--- config.mk ---
export PLATFORM = sky130hd
export DESIGN_NAME = mc_ctrl_fsm
export DESIGN_NICKNAME = d
export VERILOG_FILES = /design/src/rtl/mc_ctrl_fsm.sv
export SDC_FILE = /design/constraint.sdc
export NUM_CORES = 1
export LEC_CHECK = 0
export BUFFER_PORTS_ARGS = -buffer_cell sky130_fd_sc_hd__buf_2
export CAP_MARGIN = 0
export CORE_MARGIN = 1
export CORE_UTILIZATION = 39
export CTS_CLUSTER_DIAMETER = 100
export DETAILED_ROUTE_END_ITERATION = 12
export HOLD_SLACK_MARGIN = 0.12
export PLACE_DENSITY = 0.71
export SKIP_CTS_REPAIR_TIMING = 1
export SLEW_MARGIN = 15
export SYNTH_ARGS = -nofsm -noshare
export SYNTH_HDL_FRONTEND = slang
export SYNTH_SLANG_ARGS = --single-unit
--- constraint.sdc ---
create_clock -name clk -period 1.4 [get_ports clk]
set_input_delay 0.28 -clock clk [delete_from_list [all_inputs] [get_ports clk]]
set_output_delay 0.28 -clock clk [all_outputs]
set_load 0.1 [all_outputs]
--- src/rtl/mc_ctrl_fsm.sv ---
// Multi-cycle MIPS main controller. Sequences fetch, decode, execute, memory
// and writeback for lw, sw, R-type, beq, addi and j, and drives the datapath
// mux selects, write enables and the 2-bit aluop for alu_cu
// (0=add, 1=use funct, 2=sub, 3=add).
//
// Optional feature: define MC_CTRL_BNE_EN to decode bne (opcode 000101) into
// state BNE(13). Without it 000101 is illegal and state 13 is an unused code.
//
// Ports:
//   clk        system clock, rising edge
//   rst_n      asynchronous active-low reset (state -> IDLE, outputs 0)
//   opcode     instr[31:26] from the IR; sampled in DECODE and MEMADR
//   zero       ALU zero flag, used by the branch states
//   mem_ready  memory handshake; an access completes in the cycle it is 1
//   pc_en      PC load enable
//   iord       memory address select: 0=PC, 1=ALUOut
//   mem_write  memory write strobe
//   ir_write   instruction register load
//   reg_write  register file write
//   reg_dst    0=rt, 1=rd
//   mem_to_reg 0=ALUOut, 1=MDR
//   alu_src_a  0=PC, 1=rs
//   alu_src_b  00=rt, 01=4, 10=signext imm, 11=signext imm<<2
//   pc_src     00=ALU result, 01=ALUOut, 10=jump target
//   aluop      operation class for alu_cu
//   illegal    pulse on an unrecognised opcode or unused state encoding
//   state      current state, for debug
module mc_ctrl_fsm (
  input  logic       clk,
  input  logic       rst_n,
  input  logic [5:0] opcode,
  input  logic       zero,
  input  logic       mem_ready,
  output logic       pc_en,
  output logic       iord,
  output logic       mem_write,
  output logic       ir_write,
  output logic       reg_write,
  output logic       reg_dst,
  output logic       mem_to_reg,
  output logic       alu_src_a,
  output logic [1:0] alu_src_b,
  output logic [1:0] pc_src,
  output logic [1:0] aluop,
  output logic       illegal,
  output logic [3:0] state
);

  typedef enum logic [3:0] {
    StIdle   = 4'd0,
    StFetch  = 4'd1,
    StDecode = 4'd2,
    StMemAdr = 4'd3,
    StMemRd  = 4'd4,
    StMemWb  = 4'd5,
    StMemWr  = 4'd6,
    StExec   = 4'd7,
    StAluWb  = 4'd8,
    StBeq    = 4'd9,
    StAddiEx = 4'd10,
    StAddiWb = 4'd11,
    StJump   = 4'd12,
    StBne    = 4'd13
  } state_e;

  localparam logic [5:0] OpRType = 6'b000000;
  localparam logic [5:0] OpJ     = 6'b000010;
  localparam logic [5:0] OpBeq   = 6'b000100;
  localparam logic [5:0] OpAddi  = 6'b001000;
  localparam logic [5:0] OpLw    = 6'b100011;
  localparam logic [5:0] OpSw    = 6'b101011;
`ifdef MC_CTRL_BNE_EN
  localparam logic [5:0] OpBne   = 6'b000101;
`endif

  localparam logic [1:0] AluAdd   = 2'd0;
  localparam logic [1:0] AluFunct = 2'd1;
  localparam logic [1:0] AluSub   = 2'd2;

  state_e state_q, state_d;

  always_ff @(posedge clk or negedge rst_n) begin
    if (!rst_n) begin
      state_q <= StIdle;
    end else begin
      state_q <= state_d;
    end
  end

  assign state = state_q;

  always_comb begin
    state_d    = state_q;
    pc_en      = 1'b0;
    iord       = 1'b0;
    mem_write  = 1'b0;
    ir_write   = 1'b0;
    reg_write  = 1'b0;
    reg_dst    = 1'b0;
    mem_to_reg = 1'b0;
    alu_src_a  = 1'b0;
    alu_src_b  = 2'b00;
    pc_src     = 2'b00;
    aluop      = AluAdd;
    illegal    = 1'b0;

    case (state_q)
      StIdle: begin
        state_d = StFetch;
      end

      // PC + 4 is computed every FETCH cycle but only committed, together
      // with the IR load, in the cycle memory returns the instruction.
      StFetch: begin
        alu_src_b = 2'b01;
        ir_write  = mem_ready;
        pc_en     = mem_ready;
        if (mem_ready) begin
          state_d = StDecode;
        end
      end

      // Branch target PC + (imm << 2) is precomputed into ALUOut here.
      StDecode: begin
        alu_src_b = 2'b11;
        case (opcode)
          OpLw, OpSw: state_d = StMemAdr;
          OpRType:    state_d = StExec;
          OpBeq:      state_d = StBeq;
          OpAddi:     state_d = StAddiEx;
          OpJ:        state_d = StJump;
`ifdef MC_CTRL_BNE_EN
          OpBne:      state_d = StBne;
`endif
          default: begin
            state_d = StFetch;
            illegal = 1'b1;
          end
        endcase
      end

      StMemAdr: begin
        alu_src_a = 1'b1;
        alu_src_b = 2'b10;
        state_d   = (opcode == OpSw) ? StMemWr : StMemRd;
      end

      StMemRd: begin
        iord = 1'b1;
        if (mem_ready) begin
          state_d = StMemWb;
        end
      end

      StMemWb: begin
        mem_to_reg = 1'b1;
        reg_write  = 1'b1;
        state_d    = StFetch;
      end

      // Write strobe stays high for the whole access, not just the last cycle.
      StMemWr: begin
        iord      = 1'b1;
        mem_write = 1'b1;
        if (mem_ready) begin
          state_d = StFetch;
        end
      end

      StExec: begin
        alu_src_a = 1'b1;
        aluop     = AluFunct;
        state_d   = StAluWb;
      end

      StAluWb: begin
        reg_dst   = 1'b1;
        reg_write = 1'b1;
        state_d   = StFetch;
      end

      StBeq: begin
        alu_src_a = 1'b1;
        aluop     = AluSub;
        pc_src    = 2'b01;
        pc_en     = zero;
        state_d   = StFetch;
      end

      StAddiEx: begin
        alu_src_a = 1'b1;
        alu_src_b = 2'b10;
        state_d   = StAddiWb;
      end

      StAddiWb: begin
        reg_write = 1'b1;
        state_d   = StFetch;
      end

      StJump: begin
        pc_src  = 2'b10;
        pc_en   = 1'b1;
        state_d = StFetch;
      end

`ifdef MC_CTRL_BNE_EN
      StBne: begin
        alu_src_a = 1'b1;
        aluop     = AluSub;
        pc_src    = 2'b01;
        pc_en     = ~zero;
        state_d   = StFetch;
      end
`endif

      // Unused encodings recover to FETCH and flag the event.
      default: begin
        illegal = 1'b1;
        state_d = StFetch;
      end
    endcase
  end

endmodule

==> results of run 1 <==
-- cell families after synthesis --
| logic type | Yosys count | synth area share (%) |
|---|---|---|
| AO/OA/AOI/OAI | 19 | 24.2 |
| XOR/XNOR | 2 | 3.23 |
| buffers and inverters | 10 | 8.75 |
| flip-flops | 4 | 18.4 |
| multiplexers | 1 | 1.84 |
| AND/OR/NAND/NOR | 39 | 43.6 |
-- metrics by stage --
step / instances / hold WS, ns / TNS (ns)
after CTS: 141 / -0.168 / -8.18
after global placement: 138 / 0.0840 / -2.79
after detailed placement: 138 / 0.0901 / -3.85
after floorplan: 75 / -0.0156 / -11.17
-- synthesized netlist by cell type (all sizes together) (2+ instances only) --
master / n
a21oi: 3
a31oi: 2
buf: 6
dfrtp: 4
inv: 3
nand2: 5
nand2b: 4
nand3b: 3
nand4b: 3
nor2: 7
nor3: 5
o211ai: 3
o21ai: 3
o31ai: 2
xor2: 2
==> results by group, run 1 <==
Status
  – Outcome: did not finish
  – Fail Step: 5_1_grt
  – Stop err: [ERROR DPL-0038] Utilization greater than 100%, impossible to legalize

Logic synthesis
  – Synth Cell Area: 543 um2
  – Post-synth top flop: dfrtp_1
  – Top post-synthesis cells by area: dfrtp_1 (18%), nor2_1 (4.8%), nand4b_1 (4.8%)
  – Yosys top cell area share: 18.4%
  – Area leader, netlist: dfrtp_1
  – #FFs+latches synth: 4
  – Syn avg cell area: 7.24 um2
  – Sequential fraction of the synthesis area: 18.4%
  – Mapped Cells: 75
  – Count of different cell masters after synthesis: 36
  – Synth warn: 0
  – Syn Nets: 85
  – Async SR Flop Fraction: 100%
  – EDFF count, synth: 0

CTS
  – CTS Sinks: 4
  – CTS root buf: clkbuf_4
  – Maximum clock insertion buffer count: 2
  – H-tree depth: 1
  – CTS Buf Count: 3

GRT
  – Largest net degree at the start of global routing: 18

Placed design
  – Dpl ws: -0.552 ns
  – Gpl congestion: between 0.9 and 1
  – IO buf count: 28
  – DP Area: 1250 um2
  – Dpl hpwl: 2110 um

STA
  – Last worst endpoint in the global-route repair_timing: pc_en
  – Worst_ep kind: output port

Die
  – Die width: 39.3 um
  – Die H: 39.3 um
  – FP Rows: 13
  – Initial Util: about two fifths
  – Total I/O pin count: 29
==> run 2: changes to the inputs <==
CORE_AREA = 2 2 63 65   (was unset)
CORE_MARGIN = unset   (was 1)
CORE_UTILIZATION = unset   (was 39)
CTS_CLUSTER_DIAMETER = unset   (was 100)
DIE_AREA = 0 0 65 67   (was unset)
HOLD_SLACK_MARGIN = unset   (was 0.12)
PLACE_DENSITY = unset   (was 0.71)
PLACE_DENSITY_LB_ADDON = 0.15   (was unset)
clock period = 1.8 ns   (was 1.4 ns; I/O delays follow)
==> results by group, run 2 <==
Status
  – Outcome: complete, but fails checks
  – Failing checks: negative setup slack

Logic synthesis
  – Synth warn: 0 (unchanged)
  – #FFs+latches synth: 4 (unchanged)
  – Most common cell in the synthesized netlist: nor2_1
  – Syn avg cell area: 7.24 um2 (unchanged)
  – Count of different cell masters after synthesis: 36 (unchanged)
  – Synth Cell Area: 543 um2 (unchanged)
  – Area leader, netlist: dfrtp_1
  – Post-synth top flop: dfrtp_1
  – EDFF count, synth: 0 (unchanged)
  – Yosys top cell area share: 18.4% (unchanged)
  – Syn Nets: 85 (unchanged)
  – Sequential fraction of the synthesis area: 18.4% (unchanged)
  – Top post-synthesis cells by area: dfrtp_1 (18%), nor2_1 (4.8%), nand4b_1 (4.8%)
  – Mapped Cells: 75 (unchanged)
  – Commonest cells in the netlist: nor2_1 (7), buf_2 (5), nand2_1 (5), nor3_1 (5)
  – Async SR Flop Fraction: 100% (unchanged)

STA
  – Tcrit/Tclk final: 111%
  – Final Hold Viols: 0
  – Max-slew headroom: approximately two thirds
  – Worst clock skew: 0.000988 ns
  – RSZ-0062 raised after global routing: true
  – Final setup vio count: 8
  – Worst-margin pin slew: 0.488 ns
  – Slew Viols, Final: 0
  – Period minus WS final: 2.01 ns
  – FMAX: about 500 MHz
  – Worst setup margin: -0.207 ns

Placed design
  – Placed cells: 162 (+17%)
  – Dpl hpwl: 1520 um (-28%)
  – IO buf count: 28 (unchanged)
  – DP Area: 1180 um2 (-5.7%)
  – Gpl congestion: 0.776 (-17%)

CTS
  – Worst-path clk slew: around 0.03 ns
  – H-tree depth: 1 (unchanged)
  – Clk_lat worst skew: 0.21 ns
  – Maximum clock insertion buffer count: 2 (unchanged)
  – CTS Buf Count: 3 (unchanged)
  – CTS Sinks: 4 (unchanged)
  – CTS root buf: clkbuf_8
  – TritonCTS clock tree: yes

Layout
  – ANT cells: 0
  – Max reg flops: 4
  – Reg area: 115 um2
  – Post-Layout Cell Count: 179
  – Finished Cell Area: 1470 um2
  – P&R area growth vs syn: 171%
  – Multi-input gate area: 564 um2
  – Fill cell count: 362
  – Most frequent cells in the layout: buf_4 (23), buf_12 (18), buf_2 (11), buf_6 (7)
  – Layout cells sized above 1: 69.5%
  – Most common cell after layout, fill and taps aside: buf_4
  – NumNets Final: 143

Worst setup path
  – Crit path DAT: 1.65 ns
  – CP max stage cell: dfrtp_4
  – Worst-path fanout max: 3
  – WP data required: roughly 1.4 ns
  – Critical path capture point type: primary output
  – Crit Path Class: reg -> out
  – Largest stage delay, worst path: 0.46 ns
  – Crit start category: register
  – CP Cell Sequence: or2_4 > or3_4 > nand3b_1 > buf_12

Detailed routing
  – Vias per cell: between 4 and 5
  – Drt first pass iters: 4
  – DRT Wirelength: 2010 um
  – Vias post-DR: 783
  – Antenna viol nets, final: 0
  – 1st-iter DRT viols: 22
  – Routed len/inst: 11.2 um
  – DRC viols: 0

Die
  – Core Box Area: 3610 um2
  – Die area: around 4400 um2
  – Initial Util: 15.1% (-27 points)
  – Die H: 67 um (+70%)
  – Die width: 65 um (+65%)
  – FP Rows: 22 (+9)
  – Total I/O pin count: 29 (unchanged)

GRT
  – Total global routing overflow: 0
  – Vias in the first global route: 722
  – Initial antenna violation count: 0
  – GRT Total Usage: under 10%
  – Largest net degree at the start of global routing: 18
  – First-pass GRT wire length: 3170 um

Worst hold path
  – Hold Crit Class: in -> async

Pwr
  – Leakage: 0.000577 uW
  – PwrDens: between 1500 and 2000 nW/um2
  – Worst VDD drop: between 0.4 and 0.5 mV

Run
  – Max-Cap Viols: 0
run 2: cell counts after synthesis:
Identical to the previous run, type by type.
run 2: per-layer routing:
| layer | routed length (um) | global-route usage, % | up-vias |
|---|---|---|---|
| met5 | 0 | 0 | - |
| met4 | 17 | 3.99 | 0 |
| met3 | 128 | 1.86 | 2 |
| met2 | 1040 | 16.9 | 24 |
| met1 | 829 | 10.4 | 366 |
| li1 | - | - | 391 |
run 2: through the flow:
step / util [%] / hold slack (ns) / total power, uW / setup TNS, ns / setup slack, ns
finish: 40.8 / 0.480 / 2740 / -0.783 / -0.207
global route: 40.8 / 0.509 / 2870 / -1.12 / -0.254
CTS: 33.9 / -0.0596 / 2450 / -1.49 / -0.312
detailed placement: 32.8 / 0.167 / 2260 / -0.337 / -0.254
global placement: 32.8 / 0.165 / 2250 / -0.328 / -0.249
floorplan: - / 0.0644 / 1620 / -6.01 / -1.09
run 2: final cells by class:
class / instances / area share [%]
inverter: 3 / 1.02
sequential: 4 / 7.82
timing repair buffer: 60 / 46.0
tap: 48 / 4.08
multi-input combinational: 61 / 38.3
clock buffer: 3 / 2.80
run 2: worst max-delay path: cells and delay by family, from the launching register on:
kind / cells / cell delay [ns]
DFF: 1 / 0.46
buffers and inverters: 1 / 0.19
and+or+nand+nor: 3 / 0.78
run 2: worst paths after layout:
check,start,endpoint,cells after the start,slack (ns)
max,state[3]$_DFFE_PN0P_,pc_en,4,-0.21
min,rst_n,state[0]$_DFFE_PN0P_,2,0.48
max reg2reg,state[2]$_DFFE_PN0P_,state[1]$_DFFE_PN0P_,6,0.29
min reg2reg,state[3]$_DFFE_PN0P_,state[2]$_DFFE_PN0P_,2,0.68
max in group asynchronous,rst_n,state[2]$_DFFE_PN0P_,2,1.19
min in group clk,mem_ready,state[2]$_DFFE_PN0P_,4,0.52
run 2: power by group:
| group | switching (uW) | internal [uW] | leakage (uW) |
|---|---|---|---|
| Clock | 41.8 | 142 | 0.0000216 |
| Sequential | 42.2 | 142 | 0.0000454 |
| Combinational | 1440 | 937 | 0.000510 |
run 2: logic make-up (layout without fill, tap and decap cells):
kind of cell,after synthesis,count (layout),synth area share [%]
muxes,1,1,1.84
buffers and inverters,10,66,8.75
AOI/OAI and AO/OA,19,19,24.2
and+or+nand+nor,39,39,43.6
DFF,4,4,18.4
xor gates and xnor gates,2,2,3.23
Note: power is estimated with default switching activity, not from simulation.
==> run 3: changes to the inputs <==
PLACE_DENSITY = 0.43   (was unset)
PLACE_DENSITY_LB_ADDON = unset   (was 0.15)
==> results by group, run 3 (synthesized netlist as in run 2, its figures left out) <==
STA
  – Worst clock skew: 0.00254 ns (+0.00155 ns)
  – Max-slew headroom: 67.7% (about the same)
  – Final Hold Viols: 0 (unchanged)
  – Period minus WS final: 1.99 ns (-0.0173 ns)
  – Final setup vio count: 8 (unchanged)
  – RSZ-0062 raised after global routing: true
  – Worst setup margin: -0.189 ns (+0.0173 ns)
  – FMAX: 503 MHz (+0.87%)
  – Slew Viols, Final: 0 (unchanged)
  – Worst-margin pin slew: 0.488 ns (+0.000433 ns)
  – Tcrit/Tclk final: 111% (-0.96 points)

CTS
  – CTS Buf Count: 3 (unchanged)
  – H-tree depth: 1 (unchanged)
  – CTS Sinks: 4 (unchanged)
  – TritonCTS clock tree: yes
  – CTS root buf: clkbuf_8
  – Clk_lat worst skew: 0.21 ns (about the same)
  – Worst-path clk slew: 0.03 ns (about the same)
  – Maximum clock insertion buffer count: 2 (unchanged)

GRT
  – Vias in the first global route: 673 (-6.8%)
  – Initial antenna violation count: 0 (unchanged)
  – GRT Total Usage: 8.88% (-0.39 points)
  – Largest net degree at the start of global routing: 19 (+1)
  – First-pass GRT wire length: 2990 um (-5.7%)
  – Total global routing overflow: 0 (unchanged)

Detailed routing
  – Routed len/inst: 11.2 um (about the same)
  – DRC viols: 0 (unchanged)
  – 1st-iter DRT viols: 12 (-45%)
  – DRT Wirelength: 1860 um (-7.8%)
  – Drt first pass iters: 4 (unchanged)
  – Vias per cell: 4.33 (-0.94%)
  – Vias post-DR: 715 (-8.7%)
  – Antenna viol nets, final: 0 (unchanged)

Placed design
  – IO buf count: 28 (unchanged)
  – Dpl hpwl: 1500 um (-1.5%)
  – Placed cells: 160 (-1.2%)
  – Gpl congestion: 0.783 (+0.93%)

Layout
  – NumNets Final: 129 (-9.8%)
  – Max reg flops: 4 (unchanged)
  – Layout cells sized above 1: 65.0% (-4.5 points)
  – ANT cells: 0 (unchanged)
  – Fill cell count: 362 (unchanged)
  – Most frequent cells in the layout: buf_12 (17), buf_4 (14), buf_2 (12), nor2_4 (4), dfrtp_4 (4)
  – P&R area growth vs syn: 141%
  – Most common cell after layout, fill and taps aside: buf_12
  – Multi-input gate area: 539 um2 (-4.4%)
  – Reg area: 115 um2 (unchanged)
  – Post-Layout Cell Count: 165 (-7.8%)

Die
  – FP Rows: 22 (unchanged)
  – Initial Util: 15.1% (unchanged)
  – Total I/O pin count: 29 (unchanged)
  – Die area: 4360 um2 (unchanged)
  – Die H: 67 um (unchanged)
  – Die width: 65 um (unchanged)
  – Core Box Area: 3610 um2 (unchanged)

Worst setup path
  – WP data required: 1.44 ns (about the same)
  – Worst-path fanout max: 3 (unchanged)
  – Crit path DAT: 1.63 ns (-0.02 ns)
  – Crit Path Class: reg -> out
  – R2R Path Start: state[2]$_DFFE_PN0P_
  – Critical path capture point type: primary output
  – Crit start category: register
  – CP startpoint: state[2]$_DFFE_PN0P_

Status
  – Outcome: complete, but fails checks
  – Failing checks: negative setup slack

Run
  – Max-Cap Viols: 0 (unchanged)

Worst hold path
  – Hold Crit Class: in -> async
## run 3: worst paths after layout
kind                                        endpoint  slack [ns]  cells past startpoint
worst max-delay path                           pc_en       -0.19                      4
worst min-delay path            state[0]$_DFFE_PN0P_        0.48                      2
worst max register to register  state[0]$_DFFE_PN0P_        0.37                      4
worst min register to register  state[2]$_DFFE_PN0P_        0.66                      2
max in group asynchronous       state[3]$_DFFE_PN0P_        1.18                      2
min in group clk                state[2]$_DFFE_PN0P_        0.52                      4
## run 3: final cells by class
class                           count  area share (%)
Multi-Input combinational cell     61            41.2
Tap cell                           48            4.59
Inverter                            3            1.15
Sequential cell                     4            8.80
Timing Repair Buffer               46            41.1
Clock buffer                        3            3.15
## run 3: worst max-delay path, stage by stage, from the launching register on
cell and delay, ns:
dfrtp_4 0.46, or2_4 0.26, or3_4 0.36, nand3b_1 0.15, buf_12 0.19
## run 3: per-stage QoR
stage | worst slack (ns) | instance area (um2) | utilization [%] | hold WS, ns | TNS (ns)
after floorplan | -1.09 | 692 | - | 0.0644 | -6.01
after global placement | -0.252 | 1180 | 32.7 | 0.169 | -0.331
after detailed placement | -0.259 | 1180 | 32.7 | 0.171 | -0.346
after CTS | -0.309 | 1220 | 33.8 | -0.0535 | -1.49
after global routing | -0.222 | 1310 | 36.3 | 0.503 | -1.20
final | -0.189 | 1310 | 36.3 | 0.480 | -0.882
## run 3: metal layers
layer	part of all wire (%)	global-route usage, %
met2	51	15.6
met3	5.9	2.36
met5	0	0
met1	43	9.72
met4	0	4.79
Power of run 3 is left out: the tool's default activity adds up to more than one toggle a clock period on the data nets, which glitch-free logic cannot reach.
